--- config.mk ---
export PLATFORM = sky130hd
export DESIGN_NAME = branch_ctrl
export DESIGN_NICKNAME = d
export VERILOG_FILES = /design/src/rtl/branch_ctrl.sv
export SDC_FILE = /design/constraint.sdc
export NUM_CORES = 2
export LEC_CHECK = 0
export CORE_MARGIN = 2
export CORE_UTILIZATION = 27
export DETAILED_ROUTE_END_ITERATION = 10
export GPL_TIMING_DRIVEN = 1
export SLEW_MARGIN = 20
export SYNTH_ARGS = -nofsm -noshare
export SYNTH_HDL_FRONTEND = slang
export SYNTH_SLANG_ARGS = --single-unit
--- constraint.sdc ---
create_clock -name clk -period 90.1 [get_ports clk]
set_clock_uncertainty 0.2 [all_clocks]
set_input_delay 9.01 -clock clk [delete_from_list [all_inputs] [get_ports clk]]
set_output_delay 9.01 -clock clk [all_outputs]
set_load 0.05 [all_outputs]
--- src/rtl/branch_ctrl.sv ---
// Branch prediction and redirect controller: direct-mapped target table with
// 2-bit counters, mispredict detection, redirect/flush sequencing, perf counters.
module branch_ctrl #(
    parameter int unsigned IDX_W = 4
) (
    input  logic        clk,
    input  logic        rst,
    input  logic [31:0] if_pc,
    output logic        pred_taken,
    output logic [31:0] pred_target,
    input  logic        ex_valid,
    input  logic        ex_stall,
    input  logic [2:0]  ex_br_type,
    input  logic        ex_br_taken,
    input  logic [31:0] ex_pc,
    input  logic [31:0] ex_target,
    input  logic        ex_pred_taken,
    input  logic [31:0] ex_pred_target,
    output logic        redirect,
    output logic [31:0] redirect_pc,
    output logic        flush,
    output logic [31:0] br_cnt,
    output logic [31:0] mispred_cnt
);

    localparam int unsigned ENTRIES = 1 << IDX_W;
    localparam int unsigned TAG_W   = 30 - IDX_W;

    typedef enum logic {
        RUN   = 1'b0,
        FLUSH = 1'b1
    } state_t;

    state_t state, state_nxt;

    logic             tbl_valid  [ENTRIES];
    logic [TAG_W-1:0] tbl_tag    [ENTRIES];
    logic [31:0]      tbl_target [ENTRIES];
    logic [1:0]       tbl_ctr    [ENTRIES];

    logic [IDX_W-1:0] if_idx, ex_idx;
    logic             if_hit, ex_hit;
    logic             is_br, is_jump, taken_eff, resolve, mispred;

    // Fetch-side lookup from registered table contents only (no write bypass)
    assign if_idx      = if_pc[IDX_W+1:2];
    assign if_hit      = tbl_valid[if_idx] && (tbl_tag[if_idx] == if_pc[31:IDX_W+2]);
    assign pred_taken  = if_hit && tbl_ctr[if_idx][1];
    assign pred_target = pred_taken ? tbl_target[if_idx] : if_pc + 32'd4;

    assign ex_idx    = ex_pc[IDX_W+1:2];
    assign ex_hit    = tbl_valid[ex_idx] && (tbl_tag[ex_idx] == ex_pc[31:IDX_W+2]);
    assign is_br     = (ex_br_type != 3'b000);
    assign is_jump   = (ex_br_type == 3'b111);
    assign taken_eff = is_br && ex_br_taken;
    assign resolve   = ex_valid && !ex_stall && (state == RUN);
    assign mispred   = (ex_pred_taken != taken_eff) ||
                       (ex_pred_taken && taken_eff && (ex_pred_target != ex_target));

    always_ff @(posedge clk or posedge rst) begin
        if (rst) begin
            state <= RUN;
        end else begin
            state <= state_nxt;
        end
    end

    // Redirect is asserted in the resolution cycle; FLUSH covers the fetch already in flight
    always_comb begin
        state_nxt   = state;
        redirect    = 1'b0;
        flush       = 1'b0;
        redirect_pc = taken_eff ? ex_target : ex_pc + 32'd4;
        case (state)
            RUN: begin
                if (resolve && mispred && !rst) begin
                    redirect  = 1'b1;
                    flush     = 1'b1;
                    state_nxt = FLUSH;
                end
            end
            FLUSH: begin
                flush     = !rst;
                state_nxt = RUN;
            end
            default: state_nxt = RUN;
        endcase
    end

    always_ff @(posedge clk or posedge rst) begin
        if (rst) begin
            for (int i = 0; i < int'(ENTRIES); i++) begin
                tbl_valid[i]  <= 1'b0;
                tbl_tag[i]    <= '0;
                tbl_target[i] <= '0;
                tbl_ctr[i]    <= 2'b01;
            end
        end else if (resolve) begin
            if (is_jump) begin
                tbl_valid[ex_idx]  <= 1'b1;
                tbl_tag[ex_idx]    <= ex_pc[31:IDX_W+2];
                tbl_target[ex_idx] <= ex_target;
                tbl_ctr[ex_idx]    <= 2'b11;
            end else if (is_br && ex_hit) begin
                if (taken_eff) begin
                    tbl_target[ex_idx] <= ex_target;
                    if (tbl_ctr[ex_idx] != 2'b11) tbl_ctr[ex_idx] <= tbl_ctr[ex_idx] + 2'd1;
                end else if (tbl_ctr[ex_idx] != 2'b00) begin
                    tbl_ctr[ex_idx] <= tbl_ctr[ex_idx] - 2'd1;
                end
            end else if (is_br && taken_eff) begin
                tbl_valid[ex_idx]  <= 1'b1;
                tbl_tag[ex_idx]    <= ex_pc[31:IDX_W+2];
                tbl_target[ex_idx] <= ex_target;
                tbl_ctr[ex_idx]    <= 2'b10;
            end else if (!is_br && ex_pred_taken) begin
                tbl_valid[ex_idx] <= 1'b0;
            end
        end
    end

    // Saturating performance counters
    always_ff @(posedge clk or posedge rst) begin
        if (rst) begin
            br_cnt      <= '0;
            mispred_cnt <= '0;
        end else if (resolve) begin
            if (is_br && (br_cnt != 32'hFFFF_FFFF)) br_cnt <= br_cnt + 32'd1;
            if (mispred && (mispred_cnt != 32'hFFFF_FFFF)) mispred_cnt <= mispred_cnt + 32'd1;
        end
    end

endmodule

---- After elaboration in Yosys (flattened, before gate mapping) ----
Index checks and enable logic that the tools add are counted.
operators by class
  add/subtract/negate cells ............... 6
  multipliers ............................. 0
  divide/modulo/power cells ............... 0
  magnitude comparators ................... 3
  equality and inequality tests ........... 12
  shifts and indexed selects .............. 0
  mux-type cells .......................... 56
  bitwise gates (word level) .............. 10
  reduce and logical (&&, ||, !) cells .... 31
operator list
  operator                 number
  $mux W512                4
  $mux W416                3
  $bwmux W512              1
  $bwmux W416              1
  $mux W32                 11
  $bmux W26 S4             2
  $mux W26                 5
  $bmux W32 S4             1
  $demux W32 S4            1
  $demux W26 S4            1
  $add A32 B1 Y32 const B  2
  $add A32 B3 Y32 const B  2
  $bwmux W32               2
  $mux W16                 4
  $ne A32 B32 Y1 const B   2
  $eq A26 B26 Y1           2
  $and A16 B16 Y16         2
  $ne A32 B32 Y1           1
  $not A16 Y16             2
  $or A16 B16 Y16          2
  $or A32 B32 Y32          1
  $bmux W2 S4              2
  $logic_and A1 B1 Y1      16
  $ge A5 B5 Y1 const B     2
  other kinds (23)         46
storage, ports and cells
  register bits ........................... 1041
  latch bits .............................. 0
  RAM bits ................................ 0
  bits in read-only memories .............. 0
  input port bits ......................... 137
  output and inout port bits .............. 131
  word-level logic and storage cells ...... 185
  memories kept ........................... 0

---- Logic depth before layout (Yosys ltp) ----
  word-level depth ........................ 11
  mapped depth ............................ 17
  gate-level depth less buffers ........... 10

---- Least setup slack after synthesis ----
No wires, ideal clock.
  path type ............................... input-to-output
  start ................................... in if_pc[2]
  end ..................................... out pred_taken
  data arrival time ....................... 12898 ps
  data required time ...................... 80890 ps
  slack ................................... 67992 ps
  stages on the path ...................... 9
  path buffers ............................ 3
  cells stage by stage .................... buf_2 -> buf_2 -> buf_2 -> mux4_2 -> mux4_2 -> xnor2_1 -> nand4b_1 -> or4_1 -> nor4_1
between the ends
  longest elaborated chain between the ends .. 7
  elaborated cells between the ends (all ways) .. 13
  classes of those cells .................. 1 x eq/ne; 9 x mux; 1 x bitwise; 2 x reduce/logical
ends and longest elaborated chain
  what                                          line    RTL
  from (decl)                                   8       input logic [31:0] if_pc,
  $not A4 Y5 (implied by the code) (*)          47, 48
  $bmux W26 S4                                  47      assign if_hit = tbl_valid[if_idx] && (tbl_tag[if_idx] == if_pc[31:IDX_W+2]);
  $mux W26 (implied by the code) (2 in series)  47
  $eq A26 B26 Y1                                47
  $logic_and A1 B1 Y1                           47
  $logic_and A1 B1 Y1 (*)                       48      assign pred_taken = if_hit && tbl_ctr[if_idx][1];
  to (decl)                                     9       output logic pred_taken,
Every way passes the cells marked *; elsewhere a longest branch is shown, timed or not. The select of a mux whose other input is x is not followed.

---- Worst setup path after layout ----
  start ................................... in if_pc[2]
  end ..................................... out pred_target[16]
between the ends
  longest elaborated chain between the ends .. 8
  elaborated cells between the ends (all ways) .. 18
  classes of those cells .................. 1 x add/sub; 1 x eq/ne; 13 x mux; 1 x bitwise; 2 x reduce/logical
ends and longest elaborated chain
  what                                          line        RTL
  $not A4 Y5 (implied by the code)              47, 48, 49
  $bmux W26 S4                                  47
  $mux W26 (implied by the code) (2 in series)  47
  $eq A26 B26 Y1                                47
  $logic_and A1 B1 Y1                           47
  $logic_and A1 B1 Y1                           48
  $mux W32 (*)                                  49          assign pred_target = pred_taken ? tbl_target[if_idx] : if_pc + 32'd4;
  to (decl)                                     10          output logic [31:0] pred_target,
Marked as above.

==> results.cfg <==
[place]
place.gp.congestion = 0.9170
portBuffers = 267
place_hpwl_um = 114200
placed_cell_area_mm2 = 0.05968

[power]
p_leak_nw = 27.53
max-vdd-ir-drop_uv = 19.17
power_density_mw_per_mm2 = 20.68

[clock_network]
root_buffer = clkbuf_16
clkSinkCount = 1041
cts_hold_buf = 0
path_clk_slew_ns = 0.06
post-cts-setup-buffer-count = 0
clock_path_buffers = 3
numCtsBuffers = 115
cts_tree = done
insertion_delay_ns = 0.76
h-tree-depth = 3
cts_resized = 0

[synth]
syn_inst = 3917
syn_avg_cell_area_um2 = 13.93
synth_area_mm2 = 0.05457
yosysWarningCount = 0
ys_seq_area_share_pct = 47.77
synth_edf_count = 0
synthFlopType = dfrtp_1
syn-num-nets = 4064
synthDistinctLibCells = 78
async_reset_ff_share_pct = 100.0
synth_seq_cells = 1041

[critical_path]
worst_path_max_delay_cell = buf_4
crit_top_cell = buf_4
cp.buffers_inverters = 5
arrival_ns = 15.13
crit_family = buffers and inverters
worst-endpoint-required_ns = 80.89
slowest_delay_ns = 0.86
path_cells = buf_8 -> buf_4 -> buf_4 -> mux4_2 -> mux4_2 -> xnor2_1 -> nand2_1 -> or3_1 -> nor4_4 -> buf_4 -> mux2_2 -> clkdlybuf4s50_1
crit_cells = 12
critPathKind = in -> out
start_kind = input pin
path_max_fanout = 82
cp-end-kind = output pin
reg2reg_depth = 11

[timing]
period_share_pct = 27.01
report.final.slew_viol_count = 0
hold_viol_final = 0
rsz0062_at_grt = no
setup_violations = 0
slew_headroom_pct = 31.34
tns_ns = 0
fmax_ghz = 0.04109
min_period_ns = 24.34
worst_pin_slew_ns = 1.030

[floorplanning]
core-area_mm2 = 0.2015
die_x_um = 453.6
std_cell_rows = 165
dieArea_mm2 = 0.2057
start_util_pct = 27.09
io_pins = 268
fp.dieH_um = 453.6

[route]
drt_iter0_drc = 2907
dr.pass1.iters = 5
finalWirelength_um = 181500
via_per_inst = 5.216
num_vias = 35500
wl_per_cell_um = 26.66
drc = 0
detail-route-antenna-nets = 0

[cells_and_area]
postLayoutCellArea_mm2 = 0.06381
nets = 4181
area_delta_synth_final_pct = 16.92
fillers = 19980
drive_gt1_share_pct = 41.28

[global_routing]
overflow = 0
grt_most_used_layer = met2
gr-usage-met1_pct = 21.46
grt_pass1_wl_um = 263300
grt_usage_pct = 17.39
met3_usage_pct = 2.698
grt_pass1_vias = 36100
grt_max_degree = 184
met2_usage_pct = 29.05
antenna_found_initial = 14

[status]
outcome = complete, no violations

[hold_path]
holdPathStages = 2
holdCritPathClass = reg -> reg

[flow_run]
cap_violations = 0
-- final cells by class --
class	count	area (µm²)	area share, %
Clock buffer	160	3328	5.216
Multi-Input combinational cell	2449	26600	41.69
Antenna cell	6	15.01	0.02353
Tap cell	2672	3343	5.240
Clock inverter	51	743.2	1.165
Sequential cell	1041	26070	40.86
Timing Repair Buffer	364	3465	5.430
Inverter	63	244.0	0.3824
-- worst reg2reg max path, stage by stage (launching register included) --
cell      delay, ns
dfrtp_1        0.40
mux4_2         0.46
mux2i_1        0.17
xor2_1         0.42
o211ai_1       0.19
or4_1          0.61
a21oi_1        0.51
nand4_2        0.16
buf_4          0.33
nand2b_2       0.54
buf_4          0.52
mux2_2         0.42
-- power by group --
part	switching (W)	internal, W	leakage, nW
clock	0.000207	0.000301	2.00
sequential	0.0000417	0.000533	13.8
combinational	0.000117	0.000120	11.7
-- synth_stat cells, types with 36 or more instances --
| master | number | area (µm²) |
|---|---|---|
| mux2_2 | 983 | 11070 |
| inv_1 | 58 | 217.7 |
| a21oi_1 | 46 | 230.2 |
| xnor2_1 | 140 | 1226 |
| nand3_1 | 74 | 370.4 |
| clkbuf_1 | 220 | 825.8 |
| mux4_2 | 355 | 7995 |
| nand4_1 | 39 | 244.0 |
| dfrtp_1 | 1025 | 25650 |
| mux2i_1 | 98 | 980.9 |
| nand2_1 | 159 | 596.8 |
| o21ai_0 | 64 | 320.3 |
| xor2_1 | 61 | 534.3 |
| buf_2 | 54 | 270.3 |
| buf_6 | 36 | 405.4 |
| nor2_1 | 100 | 375.4 |
-- sequential cells by signal, summed over array words and instances (netlist names), named ones only --
register and cells:
br_cnt 32, mispred_cnt 32, state 1, tbl_ctr 32, tbl_tag 416, tbl_target 512
-- per-layer routing --
metal / part of all wire [%] / up-vias
met3: 4.7 / 383
met4: 5.9 / 4
met5: 0.015 / -
li1: - / 14850
met1: 40 / 19100
met2: 49 / 1163
-- path summary, 6_finish.rpt --
kind	start	endpoint	slack, ns
worst max-delay path	if_pc[2]	pred_target[16]	65.76
worst min-delay path	tbl_ctr[18]	tbl_ctr[18]	0.26
worst max register to register	tbl_tag[64]	tbl_tag[401]	85.06
worst min register to register	tbl_ctr[18]	tbl_ctr[18]	0.26
max in group asynchronous	rst	tbl_tag[109]	77.88
min in group asynchronous	rst	state	8.66
-- through the flow --
| step | cells | utilization (%) | hold slack (ns) | worst slack, ns | total power [W] |
|---|---|---|---|---|---|
| 2_1_floorplan | 3917 | - | 0.2367 | 51.62 | 0.0007410 |
| 3_3_place_gp | 6588 | 29.62 | 0.2466 | 65.76 | 0.0008123 |
| 3_5_place_dp | 6588 | 29.62 | 0.2484 | 65.73 | 0.0008191 |
| 4_1_cts | 6799 | 31.64 | 0.2619 | 65.70 | 0.001329 |
| 5_1_grt | 6806 | 31.67 | 0.2797 | 65.48 | 0.001372 |
| 6_report | 6806 | 31.67 | 0.2608 | 65.76 | 0.001320 |
-- cell usage in the layout (no fill, tap or decap), types with 88 or more instances in the layout --
cell	count
dfrtp_1	1025
mux4_2	355
buf_4	95
mux2i_1	98
xnor2_1	140
nand2_1	158
clkbuf_16	116
clkdlybuf4s50_1	259
nor2_1	88
mux2_2	983
-- kinds of logic after synthesis --
group	count (synthesis)	share of synthesized area (%)
mux	1436	36.73
flops	1041	47.77
simple gates	536	4.952
buf+inv	427	3.748
compound gates	266	3.345
xor+xnor	201	3.226
fa+ha+maj	10	0.2293
Note: power is estimated with default switching activity, not from simulation.
